===== src/rtl/hazard_tag_pipe_if.sv =====
// Handshake bundle between the ID stage and the hazard/tag tracker.
// The ID side drives instruction tags; the tracker returns stall and forwarding tags.
interface hazard_tag_pipe_if #(
  parameter int RA_W = 5
);
  logic [RA_W-1:0] id_rs_i;
  logic [RA_W-1:0] id_rt_i;
  logic [RA_W-1:0] id_rd_i;
  logic            id_wb_i;
  logic            id_memrd_i;
  logic            id_memwr_i;
  logic            id_use_rt_i;
  logic            flush_i;
  logic            mem_busy_i;
  logic            stall_o;
  logic            bubble_o;
  logic [RA_W-1:0] ExMem_rd_o;
  logic            ExMem_Wb_o;
  logic [RA_W-1:0] MemWb_rd_o;
  logic            MemWb_Wb_o;
  logic            err_o;

  modport master (
    output id_rs_i, id_rt_i, id_rd_i,
    output id_wb_i, id_memrd_i, id_memwr_i,
    output id_use_rt_i, flush_i, mem_busy_i,
    input  stall_o, bubble_o,
    input  ExMem_rd_o, ExMem_Wb_o,
    input  MemWb_rd_o, MemWb_Wb_o, err_o
  );

  modport slave (
    input  id_rs_i, id_rt_i, id_rd_i,
    input  id_wb_i, id_memrd_i, id_memwr_i,
    input  id_use_rt_i, flush_i, mem_busy_i,
    output stall_o, bubble_o,
    output ExMem_rd_o, ExMem_Wb_o,
    output MemWb_rd_o, MemWb_Wb_o, err_o
  );
endinterface


===== src/rtl/hazard_tag_pipe.sv =====
// Destination-tag tracker for EX/MEM/WB with load-use and
// data-memory wait-state stall/bubble generation.
module hazard_tag_pipe #(
  parameter int RA_W        = 5,
  parameter int MEM_TIMEOUT = 16
) (
  input  logic              clk_i,
  input  logic              rst_i,
  hazard_tag_pipe_if.slave  bus
);
  typedef struct packed {
    logic [RA_W-1:0] rd;
    logic            wb;
    logic            mr;
    logic            mw;
  } tag_t;

  typedef enum logic {RUN, MEM_WAIT} state_e;

  localparam int            CW  = $clog2(MEM_TIMEOUT + 1);
  localparam logic [CW-1:0] TMO = CW'(MEM_TIMEOUT);

  tag_t            ex_q, ex_d;
  tag_t            mem_q, mem_d;
  tag_t            wb_q, wb_d;
  tag_t            id_tag;
  state_e          st_q, st_d;
  logic [CW-1:0]   cnt_q, cnt_d;
  logic            err_q, err_d;
  logic            mem_acc;
  logic            freeze;
  logic            hit_rs;
  logic            hit_rt;
  logic            lu;
  logic            stall;
  logic            bubble;

  always_comb begin
    mem_acc = mem_q.mr | mem_q.mw;
    freeze  = (st_q == MEM_WAIT)
            | ((st_q == RUN) & mem_acc & bus.mem_busy_i);
    hit_rs  = (ex_q.rd == bus.id_rs_i);
    hit_rt  = bus.id_use_rt_i & (ex_q.rd == bus.id_rt_i);
    lu      = ex_q.mr & ex_q.wb & (ex_q.rd != '0)
            & (hit_rs | hit_rt);
  end

  // A non-writing instruction carries rd=0 so it never matches a source.
  always_comb begin
    id_tag.rd = bus.id_wb_i ? bus.id_rd_i : '0;
    id_tag.wb = bus.id_wb_i;
    id_tag.mr = bus.id_memrd_i;
    id_tag.mw = bus.id_memwr_i;
  end

  always_comb begin
    ex_d   = ex_q;
    mem_d  = mem_q;
    wb_d   = wb_q;
    stall  = 1'b0;
    bubble = 1'b0;
    priority case (1'b1)
      freeze: begin
        stall = 1'b1;
      end
      bus.flush_i: begin
        bubble = 1'b1;
        wb_d   = mem_q;
        mem_d  = ex_q;
        ex_d   = '0;
      end
      lu: begin
        stall  = 1'b1;
        bubble = 1'b1;
        wb_d   = mem_q;
        mem_d  = ex_q;
        ex_d   = '0;
      end
      default: begin
        wb_d  = mem_q;
        mem_d = ex_q;
        ex_d  = id_tag;
      end
    endcase
  end

  always_comb begin
    st_d  = st_q;
    cnt_d = cnt_q;
    err_d = err_q;
    case (st_q)
      RUN: begin
        if (mem_acc && bus.mem_busy_i) begin
          st_d  = MEM_WAIT;
          cnt_d = CW'(1);
        end
      end
      MEM_WAIT: begin
        if (bus.mem_busy_i) begin
          if (cnt_q != TMO) cnt_d = cnt_q + CW'(1);
          if (cnt_d == TMO) err_d = 1'b1;
        end else begin
          st_d  = RUN;
          cnt_d = '0;
        end
      end
      default: st_d = RUN;
    endcase
  end

  always_ff @(posedge clk_i or negedge rst_i) begin
    if (!rst_i) begin
      ex_q  <= '0;
      mem_q <= '0;
      wb_q  <= '0;
      st_q  <= RUN;
      cnt_q <= '0;
      err_q <= 1'b0;
    end else begin
      ex_q  <= ex_d;
      mem_q <= mem_d;
      wb_q  <= wb_d;
      st_q  <= st_d;
      cnt_q <= cnt_d;
      err_q <= err_d;
    end
  end

  assign bus.stall_o    = stall;
  assign bus.bubble_o   = bubble;
  assign bus.ExMem_rd_o = mem_q.rd;
  assign bus.ExMem_Wb_o = mem_q.wb;
  assign bus.MemWb_rd_o = wb_q.rd;
  assign bus.MemWb_Wb_o = wb_q.wb;
  assign bus.err_o      = err_q;
endmodule


===== src/flat_wrapper.sv =====
// flat-port wrapper written by rule: the top's interface ports become plain ports
module hazard_tag_pipe_flat 
#(
  parameter int RA_W        = 5,
  parameter int MEM_TIMEOUT = 16
)
  (clk_i, rst_i, bus_id_rs_i, bus_id_rt_i, bus_id_rd_i, bus_id_wb_i, bus_id_memrd_i, bus_id_memwr_i, bus_id_use_rt_i, bus_flush_i, bus_mem_busy_i, bus_stall_o, bus_bubble_o, bus_ExMem_rd_o, bus_ExMem_Wb_o, bus_MemWb_rd_o, bus_MemWb_Wb_o, bus_err_o);
  hazard_tag_pipe_if #(.RA_W(RA_W)) bus_i ();
  input  logic clk_i;
  input  logic rst_i;
  input wire logic [$bits(bus_i.id_rs_i)-1:0] bus_id_rs_i;
  input wire logic [$bits(bus_i.id_rt_i)-1:0] bus_id_rt_i;
  input wire logic [$bits(bus_i.id_rd_i)-1:0] bus_id_rd_i;
  input wire logic [$bits(bus_i.id_wb_i)-1:0] bus_id_wb_i;
  input wire logic [$bits(bus_i.id_memrd_i)-1:0] bus_id_memrd_i;
  input wire logic [$bits(bus_i.id_memwr_i)-1:0] bus_id_memwr_i;
  input wire logic [$bits(bus_i.id_use_rt_i)-1:0] bus_id_use_rt_i;
  input wire logic [$bits(bus_i.flush_i)-1:0] bus_flush_i;
  input wire logic [$bits(bus_i.mem_busy_i)-1:0] bus_mem_busy_i;
  output wire logic [$bits(bus_i.stall_o)-1:0] bus_stall_o;
  output wire logic [$bits(bus_i.bubble_o)-1:0] bus_bubble_o;
  output wire logic [$bits(bus_i.ExMem_rd_o)-1:0] bus_ExMem_rd_o;
  output wire logic [$bits(bus_i.ExMem_Wb_o)-1:0] bus_ExMem_Wb_o;
  output wire logic [$bits(bus_i.MemWb_rd_o)-1:0] bus_MemWb_rd_o;
  output wire logic [$bits(bus_i.MemWb_Wb_o)-1:0] bus_MemWb_Wb_o;
  output wire logic [$bits(bus_i.err_o)-1:0] bus_err_o;
  assign bus_i.id_rs_i = bus_id_rs_i;
  assign bus_i.id_rt_i = bus_id_rt_i;
  assign bus_i.id_rd_i = bus_id_rd_i;
  assign bus_i.id_wb_i = bus_id_wb_i;
  assign bus_i.id_memrd_i = bus_id_memrd_i;
  assign bus_i.id_memwr_i = bus_id_memwr_i;
  assign bus_i.id_use_rt_i = bus_id_use_rt_i;
  assign bus_i.flush_i = bus_flush_i;
  assign bus_i.mem_busy_i = bus_mem_busy_i;
  assign bus_stall_o = bus_i.stall_o;
  assign bus_bubble_o = bus_i.bubble_o;
  assign bus_ExMem_rd_o = bus_i.ExMem_rd_o;
  assign bus_ExMem_Wb_o = bus_i.ExMem_Wb_o;
  assign bus_MemWb_rd_o = bus_i.MemWb_rd_o;
  assign bus_MemWb_Wb_o = bus_i.MemWb_Wb_o;
  assign bus_err_o = bus_i.err_o;
  hazard_tag_pipe #(.RA_W(RA_W), .MEM_TIMEOUT(MEM_TIMEOUT)) u_core (.clk_i(clk_i), .rst_i(rst_i), .bus(bus_i));
endmodule

===== config.mk =====
export PLATFORM = sky130hd
export DESIGN_NAME = hazard_tag_pipe_flat
export DESIGN_NICKNAME = d
export VERILOG_FILES = /design/src/rtl/hazard_tag_pipe_if.sv /design/src/rtl/hazard_tag_pipe.sv /design/src/flat_wrapper.sv
export SDC_FILE = /design/constraint.sdc
export NUM_CORES = 1
export LEC_CHECK = 0
export ABC_CLOCK_PERIOD_IN_PS = 1700
export CORE_UTILIZATION = 40
export DETAILED_ROUTE_END_ITERATION = 8
export PLACE_DENSITY = 0.74
export SLEW_MARGIN = 40
export SYNTH_ARGS = -nofsm -noshare
export SYNTH_HDL_FRONTEND = slang
export SYNTH_SLANG_ARGS = --single-unit

===== constraint.sdc =====
create_clock -name clk_i -period 1.7 [get_ports clk_i]
set_input_delay 0.255 -clock clk_i [delete_from_list [all_inputs] [get_ports clk_i]]
set_output_delay 0.255 -clock clk_i [all_outputs]
set_load 0.02 [all_outputs]

==> metrics.yaml, run 1 <==
vias: 1354
antenna_left: 0
finalPower_mw: 3.34
synth-compound-area-share_pct: 14.4
worst_path_max_delay_cell: "or4_4"
final_common_cell: "nand2_1"
ios: 38
htreeDepth: 2
io_buffers: 37
wl_per_cell_um: 13.1
synth_simple_gate_area_share_pct: 21.9
grt_start_max_net_pins: 30
path_cells: "or4_4, o211ai_4, o31ai_2, buf_4"
clock-sinks: 29
worst_pin_slew_ns: 0.373
areaGrowthSynthToFinish_pct: 42.5
die_w_um: 63.9
coreArea_um2: 3660
ir_drop_mv: 0.726
slew_headroom_pct: 75.1
synth-adder-area-share_pct: 1.63
synth_mux_area_share_pct: 1.47
synth_area_um2: 1530
setup_viol: 2
clockBufferDepth: 2
layoutNonFillerInstCount: 270
final_nets: 247
fmax_ghz: 0.503
numCtsBuffers: 5
grt_use_total_pct: 19.8
ys_seq_elements: 29
cts_tree: "yes"
synth_cell_type_count: 31
end_kind: "output pin"
antenna_found_initial: 0
initial_utilization_pct: 41.9
path_clk_slew_ns: 0.06
drc: 0
violations: "setup timing"
drtPass1Iterations: 4
synth_top_family_by_area: "simple AND/OR/NAND/NOR gates"
fillCellCount: 319
syn_avg_cell_area_um2: 9.08
leakage_nw: 0.985
arrival_ns: 1.73
hold_viol: 0
layout_setup_ws_ns: -0.288
worstPathRequired_ns: 1.44
crit_fanout: 4
rsz0062_at_grt: "true"
cts_hold_repair.buffers: 0
wl_um: 3550
maxCapViolCount: 0
first_global_vias: 1339
power.density_nw_per_um2: 1530
drive_gt1_share_pct: 19.4
max_stage_delay_ns: 0.53
yosysSeqAreaShare_pct: 47.3
drt-vias-per-instance: 5.01
grt_pass1_wl_um: 6190
clock_latency_ns: 0.28
syn_nets: 194
finalCriticalPeriod_ns: 1.99
cp-start-kind: "register"
min_path_type: "in -> async"
grt_overflow_total: 0
cts_root_buffer: "clkbuf_8"
fin_crit_sh_pct: 117
fin_setup_tns_ns: -0.562
ys_warn_count: 0
status: "complete, but fails checks"
final_util_pct: 59.7
drv_slew: 0
gp_congestion: 0.790
die_area_um2: 4090
whs_ns: 0.371
worstSetupPathType: "reg -> out"
hpwl_um: 2430
rows: 22
synth-xor-area-share_pct: 7.42
fin_worst_skew_ns: 0.00467
antennaDiodeCount: 0
final_cell_mix: "49 x nand2_1, 35 x clkdlybuf4s50_1, 26 x dfrtp_1"
drt_iter0_drc: 73
dp_cells: 260
netlist_instances: 169
die_y_um: 63.9
-- final timing paths --
kind / cells past startpoint / to / start / slack [ns]
worst min-delay path: 2 / u_core.bus.MemWb_rd_o[3] / rst_i / 0.37
worst min register to register: 1 / u_core.bus.err_o / u_core.bus.err_o / 0.47
worst max register to register: 5 / u_core.ex_q[0] / u_core.ex_q[5] / 0.04
worst max-delay path: 4 / bus_stall_o / u_core.ex_q[5] / -0.29
min in group clk_i: 1 / u_core.bus.err_o / u_core.bus.err_o / 0.47
max in group asynchronous: 2 / u_core.ex_q[6] / rst_i / 1.04
-- through the flow --
stage | worst slack, ns | instance area (µm²)
finish | -0.288 | 2190
global route | -0.386 | 2190
CTS | -0.299 | 2150
detailed placement | -0.625 | 2050
global placement | -0.595 | 2050
floorplan | 0.0209 | 1540
-- cell usage after synthesis --
| cell type | instances | area [µm²] |
|---|---|---|
| or2_2 | 1 | 6.26 |
| o21a_1 | 1 | 7.51 |
| o211ai_1 | 2 | 15.0 |
| xor2_1 | 2 | 17.5 |
| mux2_2 | 2 | 22.5 |
| nand4bb_1 | 1 | 11.3 |
| or4_4 | 1 | 11.3 |
| nand4_1 | 4 | 25.0 |
| dfrtp_1 | 29 | 726 |
| nor3_1 | 1 | 5.00 |
| o21ai_0 | 11 | 55.1 |
| xnor2_1 | 11 | 96.3 |
| o22ai_1 | 2 | 12.5 |
| a21o_1 | 1 | 7.51 |
| ha_1 | 2 | 25.0 |
| nor3b_1 | 1 | 7.51 |
| clkbuf_1 | 5 | 18.8 |
| o211ai_4 | 1 | 21.3 |
| nand3_1 | 7 | 35.0 |
| a41o_1 | 1 | 10.0 |
| o22a_1 | 1 | 8.76 |
| nor2_1 | 5 | 18.8 |
| o31ai_1 | 3 | 22.5 |
| a32oi_1 | 6 | 52.6 |
| a22o_1 | 1 | 8.76 |
| buf_2 | 2 | 10.0 |
| inv_1 | 5 | 18.8 |
| clkbuf_2 | 1 | 5.00 |
| nand2_1 | 49 | 184 |
| nor2b_1 | 5 | 31.3 |
| buf_4 | 5 | 37.5 |
-- report_power, final --
group | leakage [nW] | internal [mW] | switching, mW
clock network | 0.0443 | 0.320 | 0.239
logic | 0.567 | 0.820 | 0.800
registers | 0.374 | 0.933 | 0.225
-- metal layers --
metal	part of all wire (%)	routed length [µm]	up-vias	GRT usage (%)
met4	1.4	48	0	8.52
met2	49	1750	25	33.0
met1	47	1660	646	25.3
met5	0	0	-	0
met3	2.4	86	5	3.21
li1	-	-	678	-
-- repair_timing --
action                                  in CTS  in global routing
endpoints found under the setup margin       6                 11
setup buffers                                3                  1
pin swaps                                    2                  7
cloned                                       0                  0
gates resized for setup                     12                  8
-- cell families after synthesis --
kind of cell | Yosys count
muxes | 2
xor gates and xnor gates | 13
DFF | 29
buffers and inverters | 18
adders and majority gates | 2
and+or+nand+nor | 75
AOI/OAI and AO/OA | 30
-- critical path: cells and delay by family, from the launching register on --
family	cells	cell delay, ns
flops	1	0.44
buf+inv	1	0.16
simple gates	1	0.53
compound gates	2	0.33
-- cell type report --
| cell class | count | area [µm²] | share of cell area, % |
|---|---|---|---|
| clock buffer | 7 | 86.3 | 3.95 |
| inverter | 5 | 18.8 | 0.859 |
| multi-input combinational | 122 | 746 | 34.1 |
| sequential | 29 | 729 | 33.4 |
| tap | 48 | 60.1 | 2.75 |
| timing repair buffer | 59 | 546 | 25.0 |
-- flip-flops by register name (all words and copies together) (netlist names) --
name and count:
u_core.bus.ExMem_Wb_o 1, u_core.bus.ExMem_rd_o 5, u_core.bus.MemWb_Wb_o 1, u_core.bus.MemWb_rd_o 5
u_core.bus.err_o 1, u_core.cnt_q 5, u_core.ex_q 8, u_core.mem_q 2
u_core.st_q 1
Power figures use the tool's default switching activity.
==> inputs of run 2 (changes only) <==
- GPL_TIMING_DRIVEN: not set -> 0
- SLEW_MARGIN: 40 -> not set
==> run 2 against run 1 <==
Net effect: the flow finishes with violations (hold timing, setup timing); worst setup slack worse by 0.0084 ns; via count down 0.89%; clock skew about the same; final area down 2.6%; critical endpoint unchanged; largest power group unchanged; highest routed layer unchanged.
==> metrics.yaml, run 2 (same netlist as run 1, synthesis figures left out) <==
grt_use_total_pct: 18.5  # -1.3 points
grt_start_max_net_pins: 30  # unchanged
clock-sinks: 29  # unchanged
cts_root_buffer: "clkbuf_8"
drt-vias-per-instance: 5.03  # +0.23%
vias: 1342  # -0.89%
drt_iter0_drc: 83  # +14%
post-place-ws_ns: -0.900  # -0.275 ns
fin_worst_skew_ns: 0.00469  # +0.0000162 ns
setup_viol: 10  # +8
final_cell_mix: "49 x nand2_1, 34 x clkdlybuf4s50_1, 24 x dfrtp_1"
final_nets: 243  # -1.6%
whs_ns: -0.0131  # -0.384 ns
critical-path-top-delay-family: "simple AND/OR/NAND/NOR gates"
worst_pin_slew_ns: 0.628  # +0.255 ns
areaGrowthSynthToFinish_pct: 38.8
cts_hold_repair.buffers: 0  # unchanged
wl_um: 3440  # -3.0%
crit_fanout: 4  # unchanged
fin_crit_sh_pct: 117  # +0.50 points
slew_headroom_pct: 58.2  # -17 points
hold_viol: 29  # +29
leakage_nw: 0.944  # -4.2%
fin_area_um2: 2130  # -2.6%
htreeDepth: 2  # unchanged
worst_path_max_delay_cell: "or4_4"
hpwl_um: 2320  # -4.3%
grt_overflow_total: 0  # unchanged
coreArea_um2: 3660  # unchanged
antenna_left: 0  # unchanged
cts_tree: "yes"
die_y_um: 63.9  # unchanged
max_flop_register: "u_core.ex_q"
worstSetupPathType: "reg -> out"
end_kind: "output pin"
final_common_cell: "nand2_1"
die_w_um: 63.9  # unchanged
arrival_ns: 1.74  # about the same
finalPower_mw: 3.23  # -3.1%
min_path_type: "in -> async"
placed_area_um2: 1970  # -3.5%
wl_per_cell_um: 12.9  # -1.9%
status: "complete, but fails checks"
layout_setup_ws_ns: -0.296  # -0.00845 ns
clock_latency_ns: 0.28  # about the same
largest_reg_flops: 8  # unchanged
finalCriticalPeriod_ns: 2.00  # +0.00845 ns
drv_slew: 0  # unchanged
antenna_found_initial: 0  # unchanged
cp-start-kind: "register"
io_buffers: 37  # unchanged
worstPathRequired_ns: 1.44  # about the same
drc: 0  # unchanged
numCtsBuffers: 5  # unchanged
path_cells: "or4_4, o211ai_4, o31ai_2, buf_4"
grt_pass1_wl_um: 5780  # -6.7%
layoutNonFillerInstCount: 267  # -1.1%
rsz0062_at_grt: "true"
clockBufferDepth: 2  # unchanged
drive_gt1_share_pct: 18.7  # -0.65 points
dp_cells: 254  # -2.3%
power.density_nw_per_um2: 1520  # -0.55%
initial_utilization_pct: 41.9  # unchanged
max_stage_delay_ns: 0.53  # about the same
ir_drop_mv: 0.697  # -4.0%
drtPass1Iterations: 4  # unchanged
ios: 38  # unchanged
rows: 22  # unchanged
maxCapViolCount: 0  # unchanged
path_buf_inv: 1  # unchanged
gp_congestion: 0.791  # about the same
die_area_um2: 4090  # unchanged
fmax_ghz: 0.501  # -0.42%
first_global_vias: 1252  # -6.5%
path_clk_slew_ns: 0.07  # about the same
violations: "hold timing, setup timing"
antennaDiodeCount: 0  # unchanged
-- run 2: worst paths after layout --
check                            startpoint                        to  slack [ns]  depth (start not counted)
min in group clk_i         u_core.bus.err_o          u_core.bus.err_o        0.47                          1
max                          u_core.ex_q[5]               bus_stall_o       -0.30                          4
min                                   rst_i  u_core.bus.MemWb_rd_o[2]       -0.01                          1
min reg2reg                u_core.bus.err_o          u_core.bus.err_o        0.47                          1
max in group asynchronous             rst_i            u_core.ex_q[5]        1.27                          1
max reg2reg                  u_core.ex_q[6]            u_core.ex_q[4]       -0.07                          5
-- run 2: report_power, final --
part           internal, mW  switching [mW]  total [mW]
Combinational         0.738           0.778        1.52
Clock                 0.282           0.269       0.551
Sequential            0.936           0.231        1.17
-- run 2: per-stage QoR --
step	utilization [%]	TNS [ns]
floorplan	-	0
global route	58.2	-2.37
global placement	53.9	-10.15
detailed placement	53.9	-10.97
finish	58.2	-1.00
CTS	57.1	-0.632
-- run 2: metal layers --
layer	vias to the layer above	part of all wire [%]	track usage (%)
li1	676	-	-
met1	621	47	24.2
met2	37	47	28.9
met3	8	3.5	4.29
met4	0	2.4	8.81
met5	-	0	0
-- run 2: area by class of cell --
class	instances	area, µm²
well taps	48	60.1
inverters	5	18.8
clock inverters	3	17.5
multi-input cells	122	753
fillers	329	1530
plain buffers	11	66.3
flip-flops and latches	29	732
repair buffers	44	413
clock buffers	5	68.8
-- run 2: worst reg2reg max path, cell delays in order, from the launching register on --
cell     delay [ns]
dfrtp_2        0.45
xnor2_1        0.22
nand4_1        0.16
buf_4          0.16
o22ai_1        0.45
o21ai_0        0.19
-- run 2: what timing repair did --
action	in CTS	in global routing
gates resized for setup	15	7
endpoints found under the setup margin	6	10
pin swaps	1	4
setup buffers	5	2
==> inputs of run 3 (changes only) <==
- ABC_CLOCK_PERIOD_IN_PS: 1700 -> 2300
- GPL_ROUTABILITY_DRIVEN: not set -> 0
- PLACE_DENSITY: 0.74 -> 0.67
- clock period: 1.7 -> 2.3 ns (I/O delays scaled with it)
==> run 3 against run 2 <==
Net effect: the flow now finishes without violations; routed wire length rose by 4.4%; sequential share of layout area grew 0.67 points; clock-buffer cell count grew 1; non-clock buffer count shrank 2; critical path type unchanged; critical endpoint is now bus_bubble_o.
==> metrics.yaml, run 3 (same netlist as run 1, synthesis figures left out) <==
first_global_vias: 1312  # +4.8%
fin_crit_sh_pct: 96.8
cts_hold_repair.buffers: 0  # unchanged
wl_um: 3590  # +4.4%
final_common_cell: "nand2_1"
whs_ns: 0.0826  # +0.0957 ns
ir_drop_mv: 0.446  # -36%
htreeDepth: 2  # unchanged
path_clk_slew_ns: 0.06  # about the same
finalCriticalPeriod_ns: 2.23
hold_viol: 0  # -100%
hpwl_um: 2570  # +11%
fmax_ghz: 0.449
largest_reg_flops: 8  # unchanged
wl_per_cell_um: 13.6  # +5.2%
antenna_left: 0  # unchanged
layout_setup_ws_ns: 0.0727  # +0.369 ns
drc: 0  # unchanged
end_kind: "output pin"
ios: 38  # unchanged
io_buffers: 37  # unchanged
numCtsBuffers: 5  # unchanged
antennaDiodeCount: 0  # unchanged
worstSetupPathType: "reg -> out"
grt_overflow_total: 0  # unchanged
cts_tree: "yes"
drt-vias-per-instance: 5.12  # +1.8%
die_w_um: 63.9  # unchanged
cts_root_buffer: "clkbuf_8"
worst_pin_slew_ns: 0.694  # +0.0662 ns
fin_worst_skew_ns: 0.00299  # -0.00170 ns
max_flop_register: "u_core.ex_q"
cp-start-kind: "register"
status: "completed"
crit_fanout: 9  # +5
power.density_nw_per_um2: 1120  # -26%
die_y_um: 63.9  # unchanged
fin_area_um2: 2080  # -2.4%
initial_utilization_pct: 41.9  # unchanged
final_nets: 241  # -0.82%
layoutNonFillerInstCount: 265  # -0.75%
die_area_um2: 4090  # unchanged
vias: 1356  # +1.0%
clockBufferDepth: 2  # unchanged
finalPower_mw: 2.33  # -28%
areaGrowthSynthToFinish_pct: 35.5
rows: 22  # unchanged
clock_latency_ns: 0.27  # about the same
drive_gt1_share_pct: 14.7  # -4.0 points
placed_area_um2: 1960  # -0.51%
min_path_type: "in -> async"
leakage_nw: 0.928  # -1.7%
clock-sinks: 29  # unchanged
post-place-ws_ns: -0.478  # +0.422 ns
setup_viol: 0  # -10
coreArea_um2: 3660  # unchanged
grt_pass1_wl_um: 6270  # +8.6%
final_util_pct: 56.8  # -1.4 points
drtPass1Iterations: 4  # unchanged
rr_worst_depth: 5  # unchanged
maxCapViolCount: 0  # unchanged
dp_cells: 254  # unchanged
drv_slew: 0  # unchanged
antenna_found_initial: 0  # unchanged
arrival_ns: 1.88  # +0.14 ns
worstPathRequired_ns: 1.96  # +0.52 ns
grt_use_total_pct: 20.4  # +1.8 points
fin_setup_tns_ns: 0  # +1.00 ns
slew_headroom_pct: 53.7  # -4.4 points
drt_iter0_drc: 56  # -33%
grt_start_max_net_pins: 30  # unchanged
final_cell_mix: "49 x nand2_1, 34 x clkdlybuf4s50_1, 27 x dfrtp_1"
-- run 3: report_power, final --
group          leakage [nW]  total [mW]  switching [mW]  internal [mW]
clock                0.0450       0.398           0.189          0.209
combinational         0.507        1.07           0.560          0.510
sequential            0.376       0.862           0.174          0.687
-- run 3: worst paths after layout --
path                       slack, ns                       end                     start
setup reg to reg                0.53            u_core.ex_q[7]            u_core.ex_q[4]
setup / recovery                0.07              bus_bubble_o            u_core.ex_q[6]
max in group asynchronous       1.77            u_core.ex_q[5]                     rst_i
hold reg to reg                 0.48  u_core.bus.MemWb_rd_o[0]  u_core.bus.MemWb_rd_o[0]
hold / removal                  0.08  u_core.bus.ExMem_rd_o[3]                     rst_i
min in group clk_i              0.48  u_core.bus.MemWb_rd_o[0]  u_core.bus.MemWb_rd_o[0]
-- run 3: repair_timing --
action,CTS,global route
pin swaps,1,1
cloned,0,0
endpoints found under the setup margin,2,2
endpoints found under the hold margin,0,0
resized for setup,11,7
buffers inserted,1,3
-- run 3: per-layer routing --
layer	wire length, µm	global-route usage (%)	vias to the layer above	share of wire (%)
li1	-	-	672	-
met1	1620	26.0	647	45
met2	1790	31.9	35	50
met3	149	4.64	2	4.1
met4	29	10.8	0	0.81
met5	0	0	-	0
-- run 3: worst max-delay path, stage by stage, from the launching register on --
cell and delay, ns:
dfrtp_1 0.46, or4_4 0.53, o211ai_4 0.22, buf_6 0.17, o31ai_2 0.08, buf_4 0.16
-- run 3: cell type report --
cell class,instances,area [µm²]
well taps,48,60.1
clock inverters,2,10.0
inverters,5,18.8
repair buffers,41,392
fillers,335,1580
plain buffers,12,71.3
clock buffers,6,72.6
flip-flops and latches,29,728
multi-input cells,122,726
